### config.mk
export PLATFORM = sky130hd
export DESIGN_NAME = gpio_slave
export DESIGN_NICKNAME = d
export VERILOG_FILES = /design/src/rtl/gpio_slave_pkg.sv /design/src/rtl/gpio_in_sync.sv /design/src/rtl/gpio_slave.sv
export SDC_FILE = /design/constraint.sdc
export NUM_CORES = 1
export LEC_CHECK = 0
export CORE_MARGIN = 5
export CORE_UTILIZATION = 52
export CTS_CLUSTER_DIAMETER = 30
export DETAILED_ROUTE_END_ITERATION = 7
export PLACE_DENSITY = 0.8
export SLEW_MARGIN = 20
export SYNTH_ARGS = -nofsm -noshare
export SYNTH_HDL_FRONTEND = slang
export SYNTH_SLANG_ARGS = --single-unit
### constraint.sdc
create_clock -name clk -period 3.82 [get_ports clk]
set_input_delay 0.764 -clock clk [delete_from_list [all_inputs] [get_ports clk]]
set_output_delay 0.764 -clock clk [all_outputs]
set_load 0.1 [all_outputs]
### src/rtl/gpio_slave_pkg.sv
// rtl/gpio_slave_pkg.sv - shared field offsets, frame codes and FSM state type for gpio_slave
package gpio_slave_pkg;

  localparam int PKT_VALUE_LSB  = 0;
  localparam int PKT_SEL_LSB    = 48;
  localparam int PKT_SEL_W      = 3;

  localparam int CFG_OE_LSB     = 0;
  localparam int CFG_SMP_EN_BIT = 8;
  localparam int CFG_HOLD_LSB   = 16;
  localparam int CFG_HOLD_W     = 16;

  // sel codes 6 and 7 are frame codes that always carry the full six bytes
  localparam logic [2:0] SEL_FRAME_A = 3'd6;
  localparam logic [2:0] SEL_FRAME_B = 3'd7;
  localparam logic [2:0] MAX_BYTES   = 3'd6;

  typedef enum logic [1:0] {
    ST_IDLE  = 2'd0,
    ST_FETCH = 2'd1,
    ST_LOAD  = 2'd2,
    ST_DRIVE = 2'd3
  } state_e;

  function automatic logic [2:0] sel_to_nbytes(input logic [2:0] sel);
    if (sel == 3'd0) return 3'd1;
    if (sel == SEL_FRAME_A || sel == SEL_FRAME_B) return MAX_BYTES;
    return sel;
  endfunction

endpackage

### src/rtl/gpio_in_sync.sv
// rtl/gpio_in_sync.sv - 2-flop pin synchronizer with optional debounce filter
// Debounce filter is built only when GPIO_SLV_DEBOUNCE_EN is defined.
module gpio_in_sync #(
  parameter int DATA_WIDTH    = 8,
  parameter int DEBOUNCE_CLKS = 4
) (
  input  logic                  clk,
  input  logic                  rst_n,
  input  logic [DATA_WIDTH-1:0] din,
  output logic [DATA_WIDTH-1:0] dout
);

  logic [DATA_WIDTH-1:0] meta_q, meta_d;
  logic [DATA_WIDTH-1:0] sync_q, sync_d;

  always_comb begin
    meta_d = din;
    sync_d = meta_q;
  end

  always_ff @(posedge clk or negedge rst_n) begin
    if (!rst_n) begin
      meta_q <= '0;
      sync_q <= '0;
    end else begin
      meta_q <= meta_d;
      sync_q <= sync_d;
    end
  end

`ifdef GPIO_SLV_DEBOUNCE_EN
  localparam int CNT_W = $clog2(DEBOUNCE_CLKS + 1);
  localparam logic [CNT_W-1:0] CNT_DONE = CNT_W'(DEBOUNCE_CLKS);

  logic [DATA_WIDTH-1:0] last_q, last_d;
  logic [DATA_WIDTH-1:0] filt_q, filt_d;
  logic [CNT_W-1:0]      cnt_q, cnt_d;

  // cnt tracks how many consecutive cycles last_q has been seen unchanged
  always_comb begin
    last_d = sync_q;
    cnt_d  = cnt_q;
    filt_d = filt_q;
    if (sync_q != last_q) begin
      cnt_d = CNT_W'(1);
    end else if (cnt_q != CNT_DONE) begin
      cnt_d = cnt_q + 1'b1;
    end
    if (cnt_d == CNT_DONE) filt_d = last_d;
  end

  always_ff @(posedge clk or negedge rst_n) begin
    if (!rst_n) begin
      last_q <= '0;
      filt_q <= '0;
      cnt_q  <= '0;
    end else begin
      last_q <= last_d;
      filt_q <= filt_d;
      cnt_q  <= cnt_d;
    end
  end

  assign dout = filt_q;
`else
  localparam int unused_debounce_clks = DEBOUNCE_CLKS;
  assign dout = sync_q;
`endif

endmodule

### src/rtl/gpio_slave.sv
// rtl/gpio_slave.sv - GPIO slave: plays FIFO packets onto pins, pushes input changes to read FIFO
// Optional input debounce: define GPIO_SLV_DEBOUNCE_EN.
module gpio_slave
  import gpio_slave_pkg::*;
#(
  parameter int DATA_WIDTH    = 8,
  parameter int PKT_WIDTH     = 51,
  parameter int VALUE_WIDTH   = 48,
  parameter int CFG_WIDTH     = 32,
  parameter int DEBOUNCE_CLKS = 4
) (
  input  logic                  clk,
  input  logic                  rst_n,
  input  logic [CFG_WIDTH-1:0]  cfg_word,
  input  logic                  pkt_empty,
  output logic                  pkt_rd_en,
  input  logic [PKT_WIDTH-1:0]  pkt_data,
  input  logic                  smp_full,
  output logic                  smp_wr_en,
  output logic [DATA_WIDTH-1:0] smp_data,
  input  logic [DATA_WIDTH-1:0] gpio_in,
  output logic [DATA_WIDTH-1:0] gpio_out,
  output logic [DATA_WIDTH-1:0] gpio_oe,
  output logic                  busy,
  output logic                  ovf,
  input  logic                  ovf_clr
);

  state_e                   state_q, state_d;
  logic [VALUE_WIDTH-1:0]   value_q, value_d;
  logic [2:0]               nbytes_q, nbytes_d;
  logic [2:0]               idx_q, idx_d;
  logic [CFG_HOLD_W-1:0]    hold_q, hold_d;
  logic [CFG_HOLD_W-1:0]    cnt_q, cnt_d;
  logic [DATA_WIDTH-1:0]    out_q, out_d;
  logic [DATA_WIDTH-1:0]    oe_q, oe_d;

  logic [DATA_WIDTH-1:0]    s_filt;
  logic [DATA_WIDTH-1:0]    samp_q, samp_d;
  logic [DATA_WIDTH-1:0]    cmp_q, cmp_d;
  logic [DATA_WIDTH-1:0]    prev_q, prev_d;
  logic                     smp_wr_q, smp_wr_d;
  logic [DATA_WIDTH-1:0]    smp_data_q, smp_data_d;
  logic                     ovf_q, ovf_d;

  logic [CFG_HOLD_W-1:0]    cfg_hold;
  logic [VALUE_WIDTH-1:0]   value_shift;
  logic [DATA_WIDTH-1:0]    cur_byte;
  logic                     smp_en, changed, do_push, do_drop;
  logic                     unused_cfg;

  assign cfg_hold    = cfg_word[CFG_HOLD_LSB +: CFG_HOLD_W];
  assign value_shift = value_q >> (DATA_WIDTH * int'(idx_q));
  assign cur_byte    = value_shift[DATA_WIDTH-1:0];
  assign unused_cfg  = ^cfg_word[CFG_HOLD_LSB-1:CFG_SMP_EN_BIT+1];

  gpio_in_sync #(
    .DATA_WIDTH    (DATA_WIDTH),
    .DEBOUNCE_CLKS (DEBOUNCE_CLKS)
  ) u_in_sync (
    .clk   (clk),
    .rst_n (rst_n),
    .din   (gpio_in),
    .dout  (s_filt)
  );

  // Output FSM: pacing is latched at LOAD so cfg changes only affect later packets
  always_comb begin
    state_d  = state_q;
    value_d  = value_q;
    nbytes_d = nbytes_q;
    idx_d    = idx_q;
    hold_d   = hold_q;
    cnt_d    = cnt_q;
    out_d    = out_q;
    case (state_q)
      ST_IDLE: begin
        if (!pkt_empty) state_d = ST_FETCH;
      end
      ST_FETCH: begin
        state_d = ST_LOAD;
      end
      ST_LOAD: begin
        value_d  = pkt_data[PKT_VALUE_LSB +: VALUE_WIDTH];
        nbytes_d = sel_to_nbytes(pkt_data[PKT_SEL_LSB +: PKT_SEL_W]);
        hold_d   = (cfg_hold == '0) ? CFG_HOLD_W'(1) : cfg_hold;
        idx_d    = '0;
        cnt_d    = '0;
        state_d  = ST_DRIVE;
      end
      ST_DRIVE: begin
        out_d = cur_byte;
        if (cnt_q == hold_q - 1'b1) begin
          cnt_d = '0;
          if (idx_q == nbytes_q - 3'd1) state_d = ST_IDLE;
          else idx_d = idx_q + 3'd1;
        end else begin
          cnt_d = cnt_q + 1'b1;
        end
      end
      default: state_d = ST_IDLE;
    endcase
  end

  // Input path: the extra compare stage keeps data and strobe aligned on the push
  always_comb begin
    smp_en  = cfg_word[CFG_SMP_EN_BIT];
    changed = (cmp_q != prev_q);
    do_push = changed && smp_en && !smp_full;
    do_drop = changed && smp_en && smp_full;

    oe_d       = cfg_word[CFG_OE_LSB +: DATA_WIDTH];
    samp_d     = s_filt;
    cmp_d      = s_filt & ~oe_q;
    prev_d     = cmp_q;
    smp_wr_d   = do_push;
    smp_data_d = do_push ? samp_q : smp_data_q;
    ovf_d      = ovf_q;
    if (ovf_clr) ovf_d = 1'b0;
    if (do_drop) ovf_d = 1'b1;
  end

  always_ff @(posedge clk or negedge rst_n) begin
    if (!rst_n) begin
      state_q    <= ST_IDLE;
      value_q    <= '0;
      nbytes_q   <= '0;
      idx_q      <= '0;
      hold_q     <= '0;
      cnt_q      <= '0;
      out_q      <= '0;
      oe_q       <= '0;
      samp_q     <= '0;
      cmp_q      <= '0;
      prev_q     <= '0;
      smp_wr_q   <= 1'b0;
      smp_data_q <= '0;
      ovf_q      <= 1'b0;
    end else begin
      state_q    <= state_d;
      value_q    <= value_d;
      nbytes_q   <= nbytes_d;
      idx_q      <= idx_d;
      hold_q     <= hold_d;
      cnt_q      <= cnt_d;
      out_q      <= out_d;
      oe_q       <= oe_d;
      samp_q     <= samp_d;
      cmp_q      <= cmp_d;
      prev_q     <= prev_d;
      smp_wr_q   <= smp_wr_d;
      smp_data_q <= smp_data_d;
      ovf_q      <= ovf_d;
    end
  end

  assign pkt_rd_en = (state_q == ST_FETCH);
  assign busy      = (state_q != ST_IDLE);
  assign gpio_out  = out_q;
  assign gpio_oe   = oe_q;
  assign smp_wr_en = smp_wr_q;
  assign smp_data  = smp_data_q;
  assign ovf       = ovf_q;

endmodule

==> results of run 1 <==
[per-stage QoR]
step | hold slack [ns] | setup WS, ns | area (µm²)
detailed placement | 0.3364 | 0.4667 | 8003
floorplan | 0.3312 | 0.9836 | 6680
finish | 0.3481 | 0.4368 | 8581
global route | 0.3539 | 0.2193 | 8581
global placement | 0.3331 | 0.5528 | 8003
CTS | 0.3498 | 0.4482 | 8581
[worst paths after layout]
check	endpoint	slack, ns
max	cnt_q[3]$_DFFE_PN0P_	0.44
min	u_in_sync.dout[2]$_DFF_PN0_	0.35
max reg2reg	cnt_q[3]$_DFFE_PN0P_	0.44
min reg2reg	u_in_sync.dout[2]$_DFF_PN0_	0.35
max in group asynchronous	nbytes_q[2]$_DFFE_PN0P_	2.65
min in group asynchronous	value_q[20]$_DFFE_PN0P_	0.36
[power by group through the flow]
| stage | Sequential, µW | Clock (µW) | Combinational, µW |
|---|---|---|---|
| after floorplan | 1860 | 0 | 30.3 |
| after global placement | 1720 | 0 | 353 |
| after detailed placement | 1720 | 0 | 358 |
| after CTS | 1690 | 1640 | 360 |
| after global routing | 1700 | 1720 | 374 |
| final | 1690 | 1610 | 355 |
[metal layers]
metal	wire length (µm)	vias up	track usage [%]
met2	6966	117	34.01
met4	215	0	6.713
met1	5944	2244	25.12
met3	1109	15	7.228
li1	-	2060	-
met5	0	-	0
[final cells by class]
cell class              count  area [µm²]  share of cell area, %
clock inverters            14       138.9                  1.619
flip-flops and latches    154        3854                  44.91
inverters                  14       52.55                 0.6124
repair buffers            121        1207                  14.07
clock buffers              18       439.2                  5.118
multi-input cells         322        2674                  31.16
well taps                 172       215.2                  2.508
[cells by family after synthesis]
logic type,Yosys count,synth area share (%)
adders and majority gates,10,1.836
AOI/OAI and AO/OA,55,5.750
xor gates and xnor gates,40,5.244
muxes,93,16.99
buffers and inverters,36,2.323
and+or+nand+nor,124,10.17
DFF,154,57.69
[cell usage in the layout (no fill, tap or decap), types with 4 or more instances in the layout]
cell / instances
sky130_fd_sc_hd__clkdlybuf4s50_1: 113
sky130_fd_sc_hd__xor2_1: 22
sky130_fd_sc_hd__xnor2_1: 18
sky130_fd_sc_hd__dfrtp_1: 154
sky130_fd_sc_hd__nand3_1: 6
sky130_fd_sc_hd__a22oi_1: 8
sky130_fd_sc_hd__ha_1: 8
sky130_fd_sc_hd__inv_1: 14
sky130_fd_sc_hd__a21oi_1: 15
sky130_fd_sc_hd__clkbuf_16: 17
sky130_fd_sc_hd__nand4_1: 11
sky130_fd_sc_hd__mux4_2: 8
sky130_fd_sc_hd__nor4_1: 5
sky130_fd_sc_hd__nand2_1: 20
sky130_fd_sc_hd__nor2_1: 26
sky130_fd_sc_hd__mux2_2: 79
sky130_fd_sc_hd__o211ai_1: 4
sky130_fd_sc_hd__nor2b_1: 13
sky130_fd_sc_hd__clkinvlp_4: 6
sky130_fd_sc_hd__buf_4: 6
sky130_fd_sc_hd__nor3_1: 17
sky130_fd_sc_hd__mux2i_1: 5
sky130_fd_sc_hd__and3_1: 5
sky130_fd_sc_hd__o21ai_0: 10
[worst reg2reg max path, cell delays in order (launching register included)]
cell	delay, ns
sky130_fd_sc_hd__dfrtp_1	0.47
sky130_fd_sc_hd__inv_1	0.08
sky130_fd_sc_hd__ha_1	0.30
sky130_fd_sc_hd__xor2_1	0.21
sky130_fd_sc_hd__or3_2	0.43
sky130_fd_sc_hd__a211oi_1	0.22
sky130_fd_sc_hd__o211ai_1	0.17
sky130_fd_sc_hd__a2111oi_4	0.64
sky130_fd_sc_hd__and3_1	0.58
sky130_fd_sc_hd__nor3_1	0.12
==> results.txt, run 1 <==
- The smallest clock period supported by the final layout is computed as 3.383 ns.
- The tool flagged a number of max-cap violations equal to 0.
* Actual slew at the worst max-slew pin: 1.055 ns
* Fin. Hold Viols: 0
* Detailed-placement wirelength estimate: 9.964 mm
- STA puts the critical path data arrival time at 3.63 ns.
- Top Ports: 124
- GPL Wtd Cong: 0.8434
- The initial utilization of the core area, before any placement, comes to 52.93%.
- Area added between synthesis and finish: 28.45%
- Measured against its own limit, the worst slew margin works out to 29.52%.
- Total global-route track usage: 20.50%
* Net count after synthesis: 617
* WS Path Type: flop to flop
* TritonCTS clock tree: done
* Port-buffer cells: 116
- The longest clock path from root to sink contains 2 buffers.
- Core area: 0.01262 mm²
* Number of violations reported at the end of detailed-routing iteration 0: 211
* Commonest register cell after synthesis: sky130_fd_sc_hd__dfrtp_1
* Series of cell instances along the critical path: inv_1, ha_1, xor2_1, or3_2, a211oi_1, o211ai_1, a2111oi_4, and3_1, nor3_1
- Highest attainable clock frequency: 295.6 MHz
* Clock sink count: 154
* Share of cells above drive strength 1: 22.40%
- Total count of max-transition violations in the final report: 0
- The largest individual stage delay along the critical path comes from the cell sky130_fd_sc_hd__a2111oi_4.
* Count of antenna diodes in the layout: 0
- Largest stage delay on the critical path: 0.64 ns
- Top area cells in the synthesized netlist: sky130_fd_sc_hd__dfrtp_1 58%, sky130_fd_sc_hd__mux2_2 13%, sky130_fd_sc_hd__xor2_1 2.9%, sky130_fd_sc_hd__mux4_2 2.7%, sky130_fd_sc_hd__xnor2_1 2.4%
- sky130_fd_sc_hd__dfrtp_1 takes more of the synthesized area than any other cell.
- PwrDens: 426.7 mW/mm²
* Wire length reported by the detailed router: 14.24 mm
- Share of total power in the clock network: 44.1%
* Cts-stage hold buffer count: 0
* Worst Setup Start Kind: flop
- Post-CTS timing repair inserted 0 buffers for setup.
* Max reg flops: 48
- The worst register-to-register path begins at hold_q[0]$_DFFE_PN0P_.
* Routed vias: 4436
- Cell internal power was estimated by the tool at 2733 µW.
- The count of nets left with antenna violations once routing finished came out at 0.
- The run finished with clean final reports.
- The startpoint identified for the worst hold timing path is u_in_sync.meta_q[2]$_DFF_PN0_.
- Including well taps, the total number of placed cells is 783.
- Before antenna repair, the detailed router went through 4 iterations.
- Counting instances, the worst hold path has a depth of 0.
* DIE WIDTH: 123.3 µm
- Vias in the first global route: 4763
* Die area: 0.01521 mm²
* Area share of the leading cell type in the synthesized netlist: 57.69%
- Of all nets on the critical path, the largest fanout is 14.
* Clock H-tree levels: 4
* Height of the die: 123.3 µm
* Drt wl/cell: 17.47 µm
- Entering global routing, the biggest net connects 76 pins.
* Clock-pin slew of the registers on the worst-case setup and hold paths: 0.06 ns
* Hold Crit Class: flop to flop
- Of the total power, the share spent switching nets is 25.35%.
- In this run, synthesis inferred 0 flip-flops with an integrated enable.
- Counting flops with an async set or reset pin after synthesis yields a share of 100.0%.
- Number of antenna violations at the first check in global routing: 0
- Register bank with the most flops: value_q
- Worst IR drop on VDD: 334.3 µV
* Unrepaired setup endpoints after global routing: no
- Net switching power: 928.0 µW
* Number of remaining DRC errors: 0
* Net total in the final layout: 735
* Registers with the highest flip-flop counts: value_q (48), cnt_q (16), hold_q (16)
* Top cells by instance count after synthesis: 154 x sky130_fd_sc_hd__dfrtp_1, 79 x sky130_fd_sc_hd__mux2_2, 26 x sky130_fd_sc_hd__nor2_1
* Final period util: 88.56%
* Sequential power share: 46.2%
* FILL cells: 931
- Cell variety after synth: 55
- Crit path capture type: flop
- Clock skew on the completed layout was measured at 0.006759 ns.
- Global-route congestion overflow total: 0
- Among cell families on the critical path, the largest total delay comes from simple AND/OR/NAND/NOR gates.
* Global-route wire length before repair: 23.83 mm
- Reg2reg path depth: 9
- For this run, the number of standard cells in the final layout without fillers is 815.
* Clock tree root driver cell: sky130_fd_sc_hd__clkbuf_16
- Dividing the detail-routed via count by the number of cells gives 5.443.
- Per report_power, the combinational group accounts for 9.7% of the total.
* Post-synthesis instance area: 0.006680 mm²
- Post-synthesis register bit count: 154
- In this run the mean area of a mapped cell was 13.05 µm².
- Clock latency on the worst-skew pair, taken at its later pin, is 0.42 ns.
- Crit path buffers/inverters: 1
- Count leader, synth: sky130_fd_sc_hd__dfrtp_1
* Count of cell instances traversed by the critical path: 9
- Final setup violating endpoints: 0
- Overall power consumption after layout is estimated at 3661 µW.
- Leakage: 0.003870 µW
- Cells fill 68.00% of the core in the end.
* Warnings, synthesis: 0
- Setup TNS: 0 ns
* Num CTS Buffers: 17
* Share of synthesized area occupied by flip-flops and latches: 57.69%
* Post-cts sizing count: 0
* Placement Rows: 41
- Gate Count Post-Synth: 512
- STA puts the critical path data required time at 4.07 ns.
- In this run the worst setup path begins at hold_q[0]$_DFFE_PN0P_.
(Power assumes the default switching activity.)
==> run 2, diff against run 1 <==
--- a/config.mk
+++ b/config.mk
@@ -5,11 +5,13 @@
 export SDC_FILE = /design/constraint.sdc
 export NUM_CORES = 1
 export LEC_CHECK = 0
+export CELL_PAD_IN_SITES_DETAIL_PLACEMENT = 1
+export CELL_PAD_IN_SITES_GLOBAL_PLACEMENT = 1
 export CORE_MARGIN = 5
-export CORE_UTILIZATION = 52
+export CORE_UTILIZATION = 42
 export CTS_CLUSTER_DIAMETER = 30
 export DETAILED_ROUTE_END_ITERATION = 7
-export PLACE_DENSITY = 0.8
+export PLACE_DENSITY_LB_ADDON = 0.08
 export SLEW_MARGIN = 20
 export SYNTH_ARGS = -nofsm -noshare
 export SYNTH_HDL_FRONTEND = slang
==> results.txt, run 2 (synthesis gave the netlist of run 1 again) <==
- The power per cell area came to 440.8 mW/mm² (+3.3%).
* Number of antenna violations at the first check in global routing: 0 (unchanged)
- The worst setup path is of the flop to flop kind.
* Endpoint of the worst-slack reg-to-reg timing path: cnt_q[12]$_DFFE_PN0P_
* Clock-pin slew of the registers on the worst-case setup and hold paths: 0.06 ns (about the same)
* Setup TNS: 0 ns (unchanged)
* Wire length reported by the detailed router: 16.10 mm (+13%)
* Data arrival, critical path: 3.55 ns (-0.08 ns)
- Reg2reg path depth: 10 (+1)
- Worst IR drop on VDD: 341.1 µV (+2.0%)
- The number of buffers inserted during clock tree synthesis came to 17 (unchanged).
- Crit path max-delay cell type: sky130_fd_sc_hd__and3_1
- The peak clock frequency supported by timing is 303.9 MHz (+2.8%).
* Clock tree root driver cell: sky130_fd_sc_hd__clkbuf_16
* Clock H-tree levels: 4 (unchanged)
- The final period utilization came to 86.14% (-2.4 points).
* Timing endpoint of the critical path: cnt_q[12]$_DFFE_PN0P_
- The share of power burned in combinational logic is 9.2% (-0.5 points).
- The number of violations reported at the end of detailed-routing iteration 0 was 247 (+17%).
- The number of diodes came to 0 (unchanged).
- Core area: 0.01577 mm² (+25%)
* Vias per cell: 5.107 (-6.2%)
* Area added between synthesis and finish: 30.25%
* Register bank with the most flops: value_q
- Clock buffer depth: 2 (unchanged)
- Worst clock skew on the final layout: 0.006952 ns (+0.0001933 ns)
- TritonCTS clock tree: done
- Unrepaired setup endpoints after global routing: no
* Critical path fanouts, max: 14 (unchanged)
* GPL Wtd Cong: 0.7508 (-11%)
- Drt wl/cell: 18.74 µm (+7.3%)
- Status: completed
* Leakage: 0.003907 µW (+0.95%)
* Routed vias: 4387 (-1.1%)
- Most common library cell in the layout ignoring fill and taps: sky130_fd_sc_hd__dfrtp_1
* Net switching power: 913.2 µW (-1.6%)
* Die area: 0.01853 mm² (+22%)
- Fin. Hold Viols: 0 (unchanged)
- The count of boundary I/O pins was 124 (unchanged).
- The die extent in y is 136.1 µm (+10%).
- Port-buffer cells: 116 (unchanged)
- The clock insertion delay at the later pin of the skew report is 0.41 ns (about the same).
- Tracing the worst setup path back leads to its startpoint at hold_q[0]$_DFFE_PN0P_.
* Final setup violating endpoints: 0 (unchanged)
* Setup fix buffers added after clock tree synthesis: 0 (unchanged)
* Sequential power share: 44.2% (-2.0 points)
- Crit path capture type: flop
- Leaving out fill and tap cells, the most frequent cells in the layout are 154 x sky130_fd_sc_hd__dfrtp_1, 113 x sky130_fd_sc_hd__clkdlybuf4s50_1, 79 x sky130_fd_sc_hd__mux2_2.
* Number of remaining DRC errors: 0 (unchanged)
- The worst slew margin relative to its limit came to 29.87% (+0.36 points).
- The wire length of the first global-routing pass was 26.57 mm (+11%).
- Number of nets with antenna violations after routing: 0 (unchanged)
* Detailed-placement wirelength estimate: 11.30 mm (+13%)
* Vias in the first global route: 4995 (+4.9%)
- The clock sink total was 154 (unchanged).
- The hold buffer count at cts came to 0 (unchanged).
- Share of total power consumed by net switching: 23.81% (-1.5 points)
- The clock power share is 46.6% (+2.5 points).
* Count of max-cap constraint violations: 0 (unchanged)
- Max reg flops: 48 (unchanged)
- The path class of the tightest hold or removal check is flop to flop.
* Total count of max-transition violations in the final report: 0 (unchanged)
- Net total in the final layout: 736 (+0.14%)
- Share of cells above drive strength 1: 22.55% (+0.16 points)
- Worst R2R Start: hold_q[0]$_DFFE_PN0P_
- Reg2reg setup slack: 0.53 ns (+0.09 ns)
* Worst Setup Start Kind: flop
* Total iterations of the first detailed-routing run: 6 (+2)
- The minimum clock period was 3.290 ns (-0.09277 ns).
* Actual slew at the worst max-slew pin: 1.049 ns (-0.006469 ns)
- FILL cells: 1600 (+72%)
- Global-route congestion overflow total: 0 (unchanged)
- The number of gates given a new drive strength after cts came to 0 (unchanged).
* Sequential cell area in the final layout: 0.003854 mm² (unchanged)
* Total placed cells including tap cells: 828 (+5.7%)
* Multi-input gate area: 0.002676 mm² (about the same)
- Pin count of the biggest net entering global routing: 89 (+17%)
- The internal power is 2922 µW (+6.9%).
- Number of cells in the finished layout apart from fillers: 859 (+5.4%)
- Series of cell instances along the critical path: inv_1, ha_1, xor2_1, or3_2, a211oi_1, o211ai_1, a2111oi_4, buf_4, and3_1, nor3_1
- The required time of the worst setup path is 4.08 ns (about the same).
* Placement Rows: 46 (+12%)
* DIE WIDTH: 136.1 µm (+10%)
* Largest stage delay on the critical path: 0.52 ns (-0.12 ns)
* Registers with the highest flip-flop counts: value_q (48), cnt_q (16), hold_q (16)
* Initial core utilization: 42.36% (-11 points)
- The global-route total usage across every layer was 18.46% (-2.0 points).
-- run 2: cell type report --
cell class                      instances  share of cell area [%]
Clock buffer                           18                   5.047
Sequential cell                       154                   44.29
Timing Repair Buffer                  122                   13.96
Tap cell                              216                   3.106
Multi-Input combinational cell        322                   30.76
Inverter                               14                  0.6040
Clock inverter                         13                   2.229
-- run 2: metal layers --
metal | global-route usage (%) | part of all wire (%) | vias up | wire (µm)
li1 | - | - | 2045 | -
met1 | 23.67 | 43 | 2237 | 6954
met2 | 31.40 | 51 | 95 | 8271
met3 | 4.589 | 4.5 | 10 | 731
met4 | 4.759 | 0.89 | 0 | 143
met5 | 0 | 0 | - | 0
-- run 2: power groups by stage --
stage | Clock [µW] | Combinational (µW) | Sequential, µW
after floorplan | 0 | 30.3 | 1860
after CTS | 1820 | 360 | 1700
final | 1790 | 354 | 1690
after global routing | 1890 | 373 | 1700
after detailed placement | 0 | 358 | 1720
after global placement | 0 | 355 | 1720
-- run 2: worst max-delay path: cells and delay by family (launching register included) --
family | cells | cell delay, ns
adder cells (fa/ha/maj) | 1 | 0.31
AO/OA/AOI/OAI | 3 | 0.76
AND/OR/NAND/NOR | 3 | 1.05
flip-flops | 1 | 0.48
XOR/XNOR | 1 | 0.22
buffers and inverters | 2 | 0.31
-- run 2: through the flow --
stage               hold WS (ns)  cell area [µm²]  util [%]  worst slack [ns]  power (µW)
finish                    0.3502             8701     55.17            0.5296        3835
global route              0.3668             8701     55.17            0.3267        3967
CTS                       0.3506             8698     55.16            0.4845        3880
detailed placement        0.3363             8065     51.14            0.5138        2082
global placement          0.3342             8065     51.14            0.6196        2075
floorplan                 0.3312             6680         -            0.9836        1895
-- run 2: how the worst min path moves through the flow --
stage / from / endpoint / slack [ns] / depth (start not counted)
2_1_floorplan: u_in_sync.meta_q[0]$_DFF_PN0_ / u_in_sync.dout[0]$_DFF_PN0_ / 0.33 / 0
3_3_place_gp: u_in_sync.meta_q[7]$_DFF_PN0_ / u_in_sync.dout[7]$_DFF_PN0_ / 0.33 / 0
3_5_place_dp: u_in_sync.meta_q[2]$_DFF_PN0_ / u_in_sync.dout[2]$_DFF_PN0_ / 0.34 / 0
4_1_cts: u_in_sync.meta_q[2]$_DFF_PN0_ / u_in_sync.dout[2]$_DFF_PN0_ / 0.35 / 0
5_1_grt: u_in_sync.meta_q[3]$_DFF_PN0_ / u_in_sync.dout[3]$_DFF_PN0_ / 0.37 / 0
6_report: u_in_sync.meta_q[2]$_DFF_PN0_ / u_in_sync.dout[2]$_DFF_PN0_ / 0.35 / 0
==> run 3, diff against run 2 <==
--- a/config.mk
+++ b/config.mk
@@ -5,13 +5,16 @@
 export SDC_FILE = /design/constraint.sdc
 export NUM_CORES = 1
 export LEC_CHECK = 0
+export ABC_CLOCK_PERIOD_IN_PS = 3820
 export CELL_PAD_IN_SITES_DETAIL_PLACEMENT = 1
 export CELL_PAD_IN_SITES_GLOBAL_PLACEMENT = 1
+export CORE_ASPECT_RATIO = 1.5
 export CORE_MARGIN = 5
 export CORE_UTILIZATION = 42
 export CTS_CLUSTER_DIAMETER = 30
 export DETAILED_ROUTE_END_ITERATION = 7
 export PLACE_DENSITY_LB_ADDON = 0.08
+export RECOVER_POWER = 25
 export SLEW_MARGIN = 20
 export SYNTH_ARGS = -nofsm -noshare
 export SYNTH_HDL_FRONTEND = slang
==> results.txt, run 3 (synthesis gave the netlist of run 1 again) <==
- Status: complete, but fails checks
* Violated checks: max-capacitance violations, max-slew violations
- The power per cell area is 421.2 mW/mm² (-4.4%).
* Fin. Hold Viols: 0 (unchanged)
- The effective utilization at floorplan was 42.75% (+0.39 points).
- Worst Setup Slack, final: 0.5547 ns (+0.02504 ns)
* Crit path buffers/inverters: 2 (unchanged)
- Worst Setup Start Kind: flop
* Worst R2R Start: hold_q[0]$_DFFE_PN0P_
- Die area: 0.01858 mm² (+0.28%)
- Crit path capture type: flop
- Leakage: 0.003890 µW (-0.43%)
- Crit path max-delay cell type: sky130_fd_sc_hd__and3_1
- The delay contributed by the slowest stage of the critical path is 0.50 ns (-0.02 ns).
- The detailed-route DRC error count came to 0 (unchanged).
* Worst clock skew on the final layout: 0.01066 ns (+0.003711 ns)
- The number of rows created at floorplan is 56 (+22%).
- Leaving out fill and tap cells, the most frequent cell in the layout is sky130_fd_sc_hd__dfrtp_1.
- Wire length reported by the detailed router: 15.90 mm (-1.3%)
- Final period util: 85.48% (-0.66 points)
- The number of filler cells placed in the layout is 1586 (-0.88%).
- In this run the worst setup path begins at hold_q[0]$_DFFE_PN0P_.
* Total non-filler cell area in the finished layout: 0.008598 mm² (-1.2%)
* Count of cell instances traversed by the critical path: 10 (unchanged)
- Required arrival time at the worst endpoint: 4.10 ns (+0.02 ns)
* Series of cell instances along the critical path: inv_1, ha_1, xor2_1, or3_2, a211oi_1, o211ai_1, a2111oi_4, buf_4, and3_1, nor3_1
- The net count reported at finish came to 738 (+0.27%).
- Placement Setup Slack: 0.5454 ns (+0.03156 ns)
* Drt wl/cell: 18.75 µm (about the same)
- Registers with the highest flip-flop counts: value_q (48), cnt_q (16), hold_q (16)
* Vias in the first global route: 5110 (+2.3%)
* Detailed-placement wirelength estimate: 11.69 mm (+3.5%)
* Cts-stage hold buffer count: 0 (unchanged)
- Worst slack on hold paths: 0.3464 ns (-0.003776 ns)
- The number of violations reported at the end of detailed-routing iteration 0 was 131 (-47%).
* DIE WIDTH: 113.0 µm (-17%)
* Critical path fanouts, max: 14 (unchanged)
* Actual slew at the worst max-slew pin: 2.344 ns (+1.295 ns)
* TritonCTS clock tree: done
* Global-route wire length before repair: 25.70 mm (-3.3%)
- The critical path ends at cnt_q[8]$_DFFE_PN0P_.
- Highest attainable clock frequency: 306.2 MHz (+0.77%)
- Number of antenna violations at the first check in global routing: 0 (unchanged)
* Area added between synthesis and finish: 28.71%
- Share of the core filled with cells in the final layout: 55.03% (-0.14 points)
- The worst reg2reg path depth is 10 (unchanged).
- The final RePlAce weighted congestion came to 0.7751 (+3.2%).
- Post-cts sizing count: 0 (unchanged)
* CP delay by family, top: simple AND/OR/NAND/NOR gates
- The number of buffers inserted during clock tree synthesis was 17 (unchanged).
- Setup repair after global routing left no endpoint under its margin.
- The detail-routed via count per cell came to 5.263 (+3.1%).
- Worst IR drop on VDD: 282.2 µV (-17%)
- The number of diodes was 0 (unchanged).
- Register bank with the most flops: value_q
- Endpoint of the worst-slack reg-to-reg timing path: cnt_q[8]$_DFFE_PN0P_
* Top library cells by usage in the layout, fill and taps aside: 154 x sky130_fd_sc_hd__dfrtp_1, 97 x sky130_fd_sc_hd__clkdlybuf4s50_1, 79 x sky130_fd_sc_hd__mux2_2
* WS Path Type: flop to flop
- Height of the die: 164.5 µm (+21%)
* Core area: 0.01563 mm² (-0.92%)
* Routed vias: 4463 (+1.7%)
* Share of cells above drive strength 1: 22.48% (-0.070 points)
- The total setup violations reported at the end of the flow is 0 (unchanged).
* Top Ports: 124 (unchanged)
- Clock-pin slew of the registers on the worst-case setup and hold paths: 0.06 ns (about the same)
- Total iterations of the first detailed-routing run: 4 (-2)
- Clock H-tree levels: 4 (unchanged)
* Port-buffer cells: 116 (unchanged)
- Placed Instance Area: 0.008051 mm² (-0.17%)
- The tree is rooted in a sky130_fd_sc_hd__clkbuf_16.
- Reg2reg setup slack: 0.55 ns (+0.03 ns)
- Clock sink count: 154 (unchanged)
- The largest net degree at the start of global routing was 96 (+7.9%).
* Count of max-cap constraint violations: 1 (+1)
- The overall overflow remaining after global route came to 0 (unchanged).
- Max reg flops: 48 (unchanged)
- Data arrival, critical path: 3.54 ns (about the same)
* Slew Limit Headroom: -56.25% (-86 points)
* Clk_lat worst skew: 0.42 ns (about the same)
- The buffer count from post-CTS setup fixing was 0 (unchanged).
* Clock buffer depth: 2 (unchanged)
- Total global-route track usage: 17.85% (-0.61 points)
- The setup total negative slack is 0 ns (unchanged).
- The minimum clock period was 3.265 ns (-0.02504 ns).
- Number of nets with antenna violations after routing: 0 (unchanged)
- The number of slew-limit violations in the final report is 96 (+96).
- The min-delay analysis places its worst path in the category flop to flop.
[run 3: cell count changes in the layout (fill, tap and decap cells not counted), sizes merged]
cell	delta
bufinv	-4
dlygate4sd3	+16
clkdlybuf4s50	-16
clkbuf	+4
buf	+1
inv	+3
clkinvlp	-2
[run 3: layer usage]
layer / vias to the layer above / routed length [µm] / part of all wire (%) / global-route usage (%)
met3: 23 / 467 / 2.9 / 3.629
li1: 2056 / - / - / -
met1: 2306 / 5483 / 34 / 17.64
met5: - / 0 / 0 / 0
met4: 0 / 386 / 2.4 / 7.217
met2: 78 / 9562 / 60 / 35.54
[run 3: cell type report]
type	instances	area, µm²	share of cell area [%]
clock buffers	21	470.5	5.471
well taps	203	254.0	2.954
flip-flops and latches	154	3854	44.82
inverters	14	52.55	0.6112
repair buffers	124	1211	14.09
multi-input cells	322	2674	31.10
clock inverters	10	82.58	0.9604
[run 3: how the worst min path moves through the flow]
stage                                       end  cells after the start                          start  slack, ns
floorplan           u_in_sync.dout[0]$_DFF_PN0_                      0  u_in_sync.meta_q[0]$_DFF_PN0_       0.33
global placement    u_in_sync.dout[0]$_DFF_PN0_                      0  u_in_sync.meta_q[0]$_DFF_PN0_       0.33
detailed placement  u_in_sync.dout[0]$_DFF_PN0_                      0  u_in_sync.meta_q[0]$_DFF_PN0_       0.34
CTS                 u_in_sync.dout[0]$_DFF_PN0_                      0  u_in_sync.meta_q[0]$_DFF_PN0_       0.35
global route        u_in_sync.dout[0]$_DFF_PN0_                      0  u_in_sync.meta_q[0]$_DFF_PN0_       0.36
finish              u_in_sync.dout[0]$_DFF_PN0_                      0  u_in_sync.meta_q[0]$_DFF_PN0_       0.35
[run 3: power breakdown]
part           internal [µW]  leakage, µW  switching [µW]
Sequential              1670      0.00199            21.3
Clock                    893     0.000270             687
Combinational            131      0.00163             217
Total                   2700      0.00389             926
[run 3: worst register-to-register path, delay by kind of cell, from the launching register on]
family	cells	cell delay, ns
compound gates	3	0.76
xor+xnor	1	0.23
fa+ha+maj	1	0.31
buf+inv	2	0.30
flops	1	0.49
simple gates	3	1.04
[run 3: per-stage QoR]
| step | instances | total power [µW] |
|---|---|---|
| 2_1_floorplan | 512 | 1895 |
| 3_3_place_gp | 817 | 2074 |
| 3_5_place_dp | 817 | 2082 |
| 4_1_cts | 848 | 3674 |
| 5_1_grt | 848 | 3757 |
| 6_report | 848 | 3622 |
